## src/rtl/branch_resolve_unit_pkg.sv

```systemverilog
`default_nettype none
// ============================================================================
// Module      : branch_resolve_unit_pkg
// Description : Shared encodings for the branch resolve unit. This covers the
//               in_op operation codes and the branch funct3 conditions.
// Revision    : 1.0 - initial release
// ============================================================================
package branch_resolve_unit_pkg;

    // Operation selected by the execute stage
    typedef enum logic [1:0] {
        OP_BRANCH = 2'b00,
        OP_JAL    = 2'b01,
        OP_JALR   = 2'b10,
        OP_RSVD   = 2'b11
    } op_e;

    // Conditional-branch funct3 encodings (010 and 011 are reserved)
    localparam logic [2:0] FUNCT3_BEQ  = 3'b000;
    localparam logic [2:0] FUNCT3_BNE  = 3'b001;
    localparam logic [2:0] FUNCT3_BLT  = 3'b100;
    localparam logic [2:0] FUNCT3_BGE  = 3'b101;
    localparam logic [2:0] FUNCT3_BLTU = 3'b110;
    localparam logic [2:0] FUNCT3_BGEU = 3'b111;

endpackage : branch_resolve_unit_pkg
`default_nettype wire

```

## src/rtl/branch_resolve_unit_br_cond_eval.sv

```systemverilog
`default_nettype none
// ============================================================================
// Module      : br_cond_eval
// Description : Combinational branch-condition evaluator. It maps funct3 and
//               two operands to a taken flag, and flags reserved encodings.
// Revision    : 1.0 - initial release
// ============================================================================
module br_cond_eval
    import branch_resolve_unit_pkg::*;
#(
    parameter int XLEN = 32
) (
    input  logic [2:0]      funct3,
    input  logic [XLEN-1:0] a,
    input  logic [XLEN-1:0] b,
    output logic            taken,
    output logic            illegal
);

    logic w_eq;
    logic w_lt_s;
    logic w_lt_u;

    assign w_eq   = (a == b);
    assign w_lt_s = ($signed(a) < $signed(b));
    assign w_lt_u = (a < b);

    // Select the comparison result; a reserved encoding is never taken
    always_comb begin
        taken   = 1'b0;
        illegal = 1'b0;
        case (funct3)
            FUNCT3_BEQ:  taken = w_eq;
            FUNCT3_BNE:  taken = !w_eq;
            FUNCT3_BLT:  taken = w_lt_s;
            FUNCT3_BGE:  taken = !w_lt_s;
            FUNCT3_BLTU: taken = w_lt_u;
            FUNCT3_BGEU: taken = !w_lt_u;
            default:     illegal = 1'b1;
        endcase
    end

endmodule : br_cond_eval
`default_nettype wire

```

## src/rtl/branch_resolve_unit.sv

```systemverilog
`default_nettype none
// ============================================================================
// Module      : branch_resolve_unit
// Description : Resolves BRANCH/JAL/JALR in one registered stage. It checks
//               the fetch prediction, produces the redirect PC, and keeps
//               saturating branch and mispredict counters.
// Revision    : 1.0 - initial release
// ============================================================================
module branch_resolve_unit
    import branch_resolve_unit_pkg::*;
#(
    parameter int XLEN   = 32,
    parameter int CNT_W  = 16,
    parameter int IALIGN = 32
) (
    input  logic             clk,
    input  logic             rst,
    input  logic             flush,
    input  logic             in_valid,
    output logic             in_ready,
    input  logic [1:0]       in_op,
    input  logic [2:0]       in_funct3,
    input  logic [XLEN-1:0]  in_pc,
    input  logic [XLEN-1:0]  in_rs1,
    input  logic [XLEN-1:0]  in_rs2,
    input  logic [XLEN-1:0]  in_imm,
    input  logic             in_pred_taken,
    input  logic [XLEN-1:0]  in_pred_target,
    output logic             out_valid,
    input  logic             out_ready,
    output logic             out_taken,
    output logic [XLEN-1:0]  out_target,
    output logic [XLEN-1:0]  out_link,
    output logic             out_mispredict,
    output logic [XLEN-1:0]  out_redirect_pc,
    output logic             out_illegal,
    output logic             out_misaligned,
    input  logic             stat_clr,
    output logic [CNT_W-1:0] stat_branches,
    output logic [CNT_W-1:0] stat_mispredicts
);

    localparam logic [XLEN-1:0]  C_FOUR    = XLEN'(4);
    localparam logic [CNT_W-1:0] C_CNT_MAX = {CNT_W{1'b1}};

    // Combinational resolution of the incoming request
    logic            w_cond_taken;
    logic            w_cond_illegal;
    logic [XLEN-1:0] w_pc_imm;
    logic [XLEN-1:0] w_rs1_imm;
    logic [XLEN-1:0] w_link;
    logic            w_taken;
    logic            w_illegal;
    logic [XLEN-1:0] w_target;
    logic [XLEN-1:0] w_redirect;
    logic            w_mispredict;
    logic            w_align_bit;
    logic            w_accept;
    logic            w_handshake;

    // Pipeline register and counters
    logic             valid_q,      valid_d;
    logic             taken_q,      taken_d;
    logic [XLEN-1:0]  target_q,     target_d;
    logic [XLEN-1:0]  link_q,       link_d;
    logic             mispredict_q, mispredict_d;
    logic [XLEN-1:0]  redirect_q,   redirect_d;
    logic             illegal_q,    illegal_d;
    logic             misaligned_q, misaligned_d;
    logic [CNT_W-1:0] branches_q,   branches_d;
    logic [CNT_W-1:0] mispredicts_q, mispredicts_d;

    br_cond_eval #(
        .XLEN    (XLEN)
    ) u_cond (
        .funct3  (in_funct3),
        .a       (in_rs1),
        .b       (in_rs2),
        .taken   (w_cond_taken),
        .illegal (w_cond_illegal)
    );

    assign w_pc_imm  = in_pc + in_imm;
    assign w_rs1_imm = in_rs1 + in_imm;
    assign w_link    = in_pc + C_FOUR;

    // Direction, target and legality per operation class
    always_comb begin
        w_taken   = 1'b0;
        w_illegal = 1'b0;
        w_target  = w_pc_imm;
        case (op_e'(in_op))
            OP_BRANCH: begin
                w_taken   = w_cond_taken;
                w_illegal = w_cond_illegal;
            end
            OP_JAL: begin
                w_taken = 1'b1;
            end
            OP_JALR: begin
                w_taken  = 1'b1;
                w_target = {w_rs1_imm[XLEN-1:1], 1'b0};
            end
            default: begin
                w_illegal = 1'b1;
            end
        endcase
    end

    assign w_redirect   = w_taken ? w_target : w_link;
    assign w_mispredict = (w_taken != in_pred_taken) ||
                          (w_taken && in_pred_taken && (w_target != in_pred_target));

    // Compressed-capable cores (IALIGN 16) never flag a halfword target
    generate
        if (IALIGN == 32) begin : g_align_chk
            assign w_align_bit = w_target[1];
        end else begin : g_align_none
            assign w_align_bit = 1'b0;
        end
    endgenerate

    assign in_ready    = !valid_q || out_ready;
    assign w_accept    = in_valid && in_ready && !flush;
    // A result killed by flush in the same cycle is not counted as consumed
    assign w_handshake = valid_q && out_ready && !flush;

    // Next state of the output register: flush, then load, then drain
    always_comb begin
        valid_d      = valid_q;
        taken_d      = taken_q;
        target_d     = target_q;
        link_d       = link_q;
        mispredict_d = mispredict_q;
        redirect_d   = redirect_q;
        illegal_d    = illegal_q;
        misaligned_d = misaligned_q;
        if (flush) begin
            valid_d = 1'b0;
        end else if (w_accept) begin
            valid_d      = 1'b1;
            taken_d      = w_taken;
            target_d     = w_target;
            link_d       = w_link;
            mispredict_d = w_mispredict;
            redirect_d   = w_redirect;
            illegal_d    = w_illegal;
            misaligned_d = w_taken && w_align_bit;
        end else if (out_ready) begin
            valid_d = 1'b0;
        end
    end

    // Saturating statistics counters; clear wins over increment
    always_comb begin
        branches_d    = branches_q;
        mispredicts_d = mispredicts_q;
        if (stat_clr) begin
            branches_d    = '0;
            mispredicts_d = '0;
        end else if (w_handshake) begin
            if (branches_q != C_CNT_MAX) begin
                branches_d = branches_q + 1'b1;
            end
            if (mispredict_q && (mispredicts_q != C_CNT_MAX)) begin
                mispredicts_d = mispredicts_q + 1'b1;
            end
        end
    end

    // State registers with asynchronous clear
    always_ff @(posedge clk or posedge rst) begin
        if (rst) begin
            valid_q       <= 1'b0;
            taken_q       <= 1'b0;
            target_q      <= '0;
            link_q        <= '0;
            mispredict_q  <= 1'b0;
            redirect_q    <= '0;
            illegal_q     <= 1'b0;
            misaligned_q  <= 1'b0;
            branches_q    <= '0;
            mispredicts_q <= '0;
        end else begin
            valid_q       <= valid_d;
            taken_q       <= taken_d;
            target_q      <= target_d;
            link_q        <= link_d;
            mispredict_q  <= mispredict_d;
            redirect_q    <= redirect_d;
            illegal_q     <= illegal_d;
            misaligned_q  <= misaligned_d;
            branches_q    <= branches_d;
            mispredicts_q <= mispredicts_d;
        end
    end

    assign out_valid        = valid_q;
    assign out_taken        = taken_q;
    assign out_target       = target_q;
    assign out_link         = link_q;
    assign out_mispredict   = mispredict_q;
    assign out_redirect_pc  = redirect_q;
    assign out_illegal      = illegal_q;
    assign out_misaligned   = misaligned_q;
    assign stat_branches    = branches_q;
    assign stat_mispredicts = mispredicts_q;

endmodule : branch_resolve_unit
`default_nettype wire

```

## config.mk

```make
export PLATFORM = sky130hd
export DESIGN_NAME = branch_resolve_unit
export DESIGN_NICKNAME = d
export VERILOG_FILES = /design/src/rtl/branch_resolve_unit_pkg.sv /design/src/rtl/branch_resolve_unit_br_cond_eval.sv /design/src/rtl/branch_resolve_unit.sv
export SDC_FILE = /design/constraint.sdc
export NUM_CORES = 1
export LEC_CHECK = 0
export CORE_ASPECT_RATIO = 0.6
export CORE_MARGIN = 1.5
export CORE_UTILIZATION = 43
export CTS_CLUSTER_DIAMETER = 40
export DETAILED_ROUTE_END_ITERATION = 10
export PLACE_DENSITY = 0.7
export SLEW_MARGIN = 20
export SYNTH_ARGS = -nofsm -noshare
export SYNTH_HDL_FRONTEND = slang
export SYNTH_HIERARCHICAL = 1
export SYNTH_SLANG_ARGS = --single-unit
export TNS_END_PERCENT = 20
```

## constraint.sdc

```tcl
create_clock -name clk -period 7.8 [get_ports clk]
set_clock_uncertainty 0.2 [all_clocks]
set_input_delay 1.56 -clock clk [delete_from_list [all_inputs] [get_ports clk]]
set_output_delay 1.56 -clock clk [all_outputs]
set_load 0.01 [all_outputs]
```

==> impl_metrics.json <==
{
  "drive_above_1_share_pct": 4.17,
  "wl_per_cell_microns": 20.5,
  "cap_viol_max_count": 0,
  "async_flop_share_pct": 100,
  "tightest_slew_ps": 877,
  "cts_repair_resize_count": 0,
  "area_growth_pct": 32.3,
  "ys.flop_type": "dfrtp_1",
  "crit_required_ps": 7900,
  "viasPerCell": 5.82,
  "power.total_mw": 2.84,
  "drtIter0Drc": 1533,
  "cp-start-kind": "primary input",
  "ys_seq_elements": 133,
  "die_w_microns": 219,
  "fin_setup_tns_ps": 0,
  "cts_max_level": 4,
  "cts_root_buffer": "clkbuf_16",
  "dr_total_vias": 12800,
  "fp.dieArea_sq_um": 29000,
  "start_util_pct": 43.7,
  "min_path_type": "register to register",
  "synth_seq_area_share_pct": 27.7,
  "final_cells": 2192,
  "met3_usage_pct": 6.67,
  "cp-end-kind": "register",
  "clockBufferDepth": 2,
  "finalCriticalPeriod_ps": 6600,
  "place_area_sq_um": 15300,
  "hold_viol": 0,
  "rows": 47,
  "antenna_found_initial": 3,
  "critPathArrivalTime_ps": 6700,
  "clkLatencyLatePin_ps": 420,
  "cellPowerDensity_nw_per_um2": 178,
  "synth.distinct_cells": 89,
  "use_met2_pct": 43.6,
  "ios": 306,
  "grtUsageTotal_pct": 30.6,
  "firstDrtPassIters": 6,
  "max-vdd-ir-drop_mv": 0.143,
  "postCtsSetupBuffers": 0,
  "period_share_pct": 84.6,
  "cts_hold_buf": 0,
  "slew_violations": 0,
  "postSynthAreaPerCell_sq_um": 7.75,
  "power.leakage_nw": 6.93,
  "clk_pin_slew_ps": 60,
  "cts_tree": "done",
  "ant_nets": 0,
  "max_freq_mhz": 151,
  "drc_errors": 0,
  "cts.sinks": 133,
  "status": "finished clean",
  "dp_cells": 2159,
  "netlist_area_sq_um": 12000,
  "synth.net_count": 1827,
  "slew_headroom_pct": 41.6,
  "grt_pass1_wl_mm": 67.9,
  "fin_area_sq_um": 15900,
  "crit_path_max_fanout": 3,
  "grt_max_degree": 98,
  "synth-edff-count": 0,
  "synth_cells": 1553,
  "layout.nets": 2085,
  "fill_cells": 2526,
  "crit_type": "primary input to register",
  "core-area_sq_um": 27500,
  "setup_violations": 0,
  "first_global_vias": 11600,
  "use_met1_pct": 46.9,
  "cts_buffers": 17,
  "overflow": 0,
  "drt-total-wl_mm": 45.0,
  "top_usage_layer": "met1",
  "die_y_microns": 133,
  "gp_congestion": 0.932,
  "yosysWarningCount": 6,
  "io_buffers": 305,
  "hpwl_mm": 36.1,
  "rsz0062_at_grt": "no"
}
==> sequential cells by signal, indices dropped and copies added, names as in the netlist <==
register,cells
out_illegal,1
out_misaligned,1
out_mispredict,1
out_valid,1
stat_branches,16
out_taken,1
out_target,32
out_redirect_pc,32
out_link,32
stat_mispredicts,16
==> cell type report <==
cell class	count	area, sq um	share of cell area [%]
Tap cell	367	459	2.89
Clock inverter	8	100	0.629
Timing Repair Buffer	316	3140	19.7
Antenna cell	3	7.51	0.0472
Clock buffer	22	484	3.04
Inverter	67	254	1.60
Multi-Input combinational cell	1276	8140	51.2
Sequential cell	133	3330	20.9
==> cell usage in the layout, fill, tap and decap left out, types with 5 or more instances in the layout <==
cell,count
nor2_1,132
xor2_1,62
buf_4,10
o21bai_1,7
and2_1,7
or2_2,5
clkbuf_16,17
ha_1,99
or3_1,15
o2111ai_1,5
o21a_1,12
mux2i_1,22
a31oi_1,11
and3_1,27
a211o_1,7
o31ai_1,8
a21oi_1,126
xnor2_1,53
nand2_1,253
nor3b_1,7
inv_1,64
nor4_1,10
and4_1,9
nor3_1,21
o211ai_1,15
nand3_1,52
or4_1,5
clkdlybuf4s50_1,305
a211oi_1,12
o21ai_1,19
dfrtp_1,133
o21ai_0,109
a21o_1,28
nand4_1,43
nor2b_1,12
==> cells by family (layout without fill, tap and decap cells) <==
family	Yosys count	count (layout)	synth area share, %
multiplexers	24	24	2.02
XOR/XNOR	118	118	8.94
flip-flops	133	133	27.7
AND/OR/NAND/NOR	619	619	24.2
AO/OA/AOI/OAI	413	413	21.8
buffers and inverters	144	413	4.74
other	0	3	0
adder cells (fa/ha/maj)	102	102	10.7
==> worst max-delay path, stage by stage <==
cell             delay, ps
clkdlybuf4s50_1        470
ha_1                   380
nand4_1                190
nor3_1                 560
nand3_1                150
a21oi_1                380
o31ai_1                110
a31o_1                 210
a21oi_1                130
or2_2                  170
clkinv_1                90
ha_1                   300
nor4_1                 310
o211a_1                190
o211ai_1                80
a2111oi_0              400
o2111ai_1              230
nor4_1                 260
nand4_1                140
nor4_1                 280
a31oi_1                130
==> cells in the mapped netlist, types with 18 or more instances <==
library cell | n | area, sq um
ha_1 | 100 | 1250
xor2_1 | 62 | 543
buf_2 | 18 | 90.1
nor2_1 | 132 | 495
a21o_1 | 28 | 210
nand3_1 | 52 | 260
dfrtp_1 | 133 | 3330
inv_1 | 65 | 244
nor3_1 | 21 | 105
o21ai_1 | 19 | 95.1
o21ai_0 | 109 | 546
clkbuf_1 | 47 | 176
nand2_1 | 253 | 950
a21oi_1 | 126 | 631
and3_1 | 27 | 169
xnor2_1 | 53 | 464
mux2i_1 | 22 | 220
nand4_1 | 43 | 269
==> layer usage <==
| layer | part of all wire (%) | vias to the layer above | wire length [microns] |
|---|---|---|---|
| met5 | 0.029 | - | 13 |
| met4 | 1.3 | 2 | 586 |
| met3 | 9.5 | 51 | 4280 |
| met2 | 42 | 603 | 18700 |
| met1 | 48 | 6033 | 21400 |
| li1 | - | 6074 | - |
==> path summary, 6_finish.rpt <==
path	start	cells after the start	slack (ps)	endpoint
max	in_rs1[31]	21	1200	out_mispredict
min	out_redirect_pc[31]	2	270	out_redirect_pc[31]
max reg2reg	out_valid	13	4350	out_mispredict
min reg2reg	out_redirect_pc[31]	2	270	out_redirect_pc[31]
max in group asynchronous	rst	3	4790	out_link[23]
min in group asynchronous	rst	2	1440	stat_branches[2]
==> through the flow <==
stage          utilization (%)  worst slack (ps)  hold slack (ps)
6_report                  57.8              1200              271
4_1_cts                   57.8              1290              275
2_1_floorplan                -              1650              307
3_3_place_gp              55.7              1140              260
5_1_grt                   57.8               694              294
3_5_place_dp              55.7               881              261
==> where the power goes <==
part / total (mW) / internal (mW) / switching, mW
sequential: 0.859 / 0.793 / 0.0654
combinational: 1.17 / 0.522 / 0.647
clock: 0.812 / 0.500 / 0.312
total: 2.84 / 1.81 / 1.02
No activity file was read; power rests on OpenSTA's default activity.
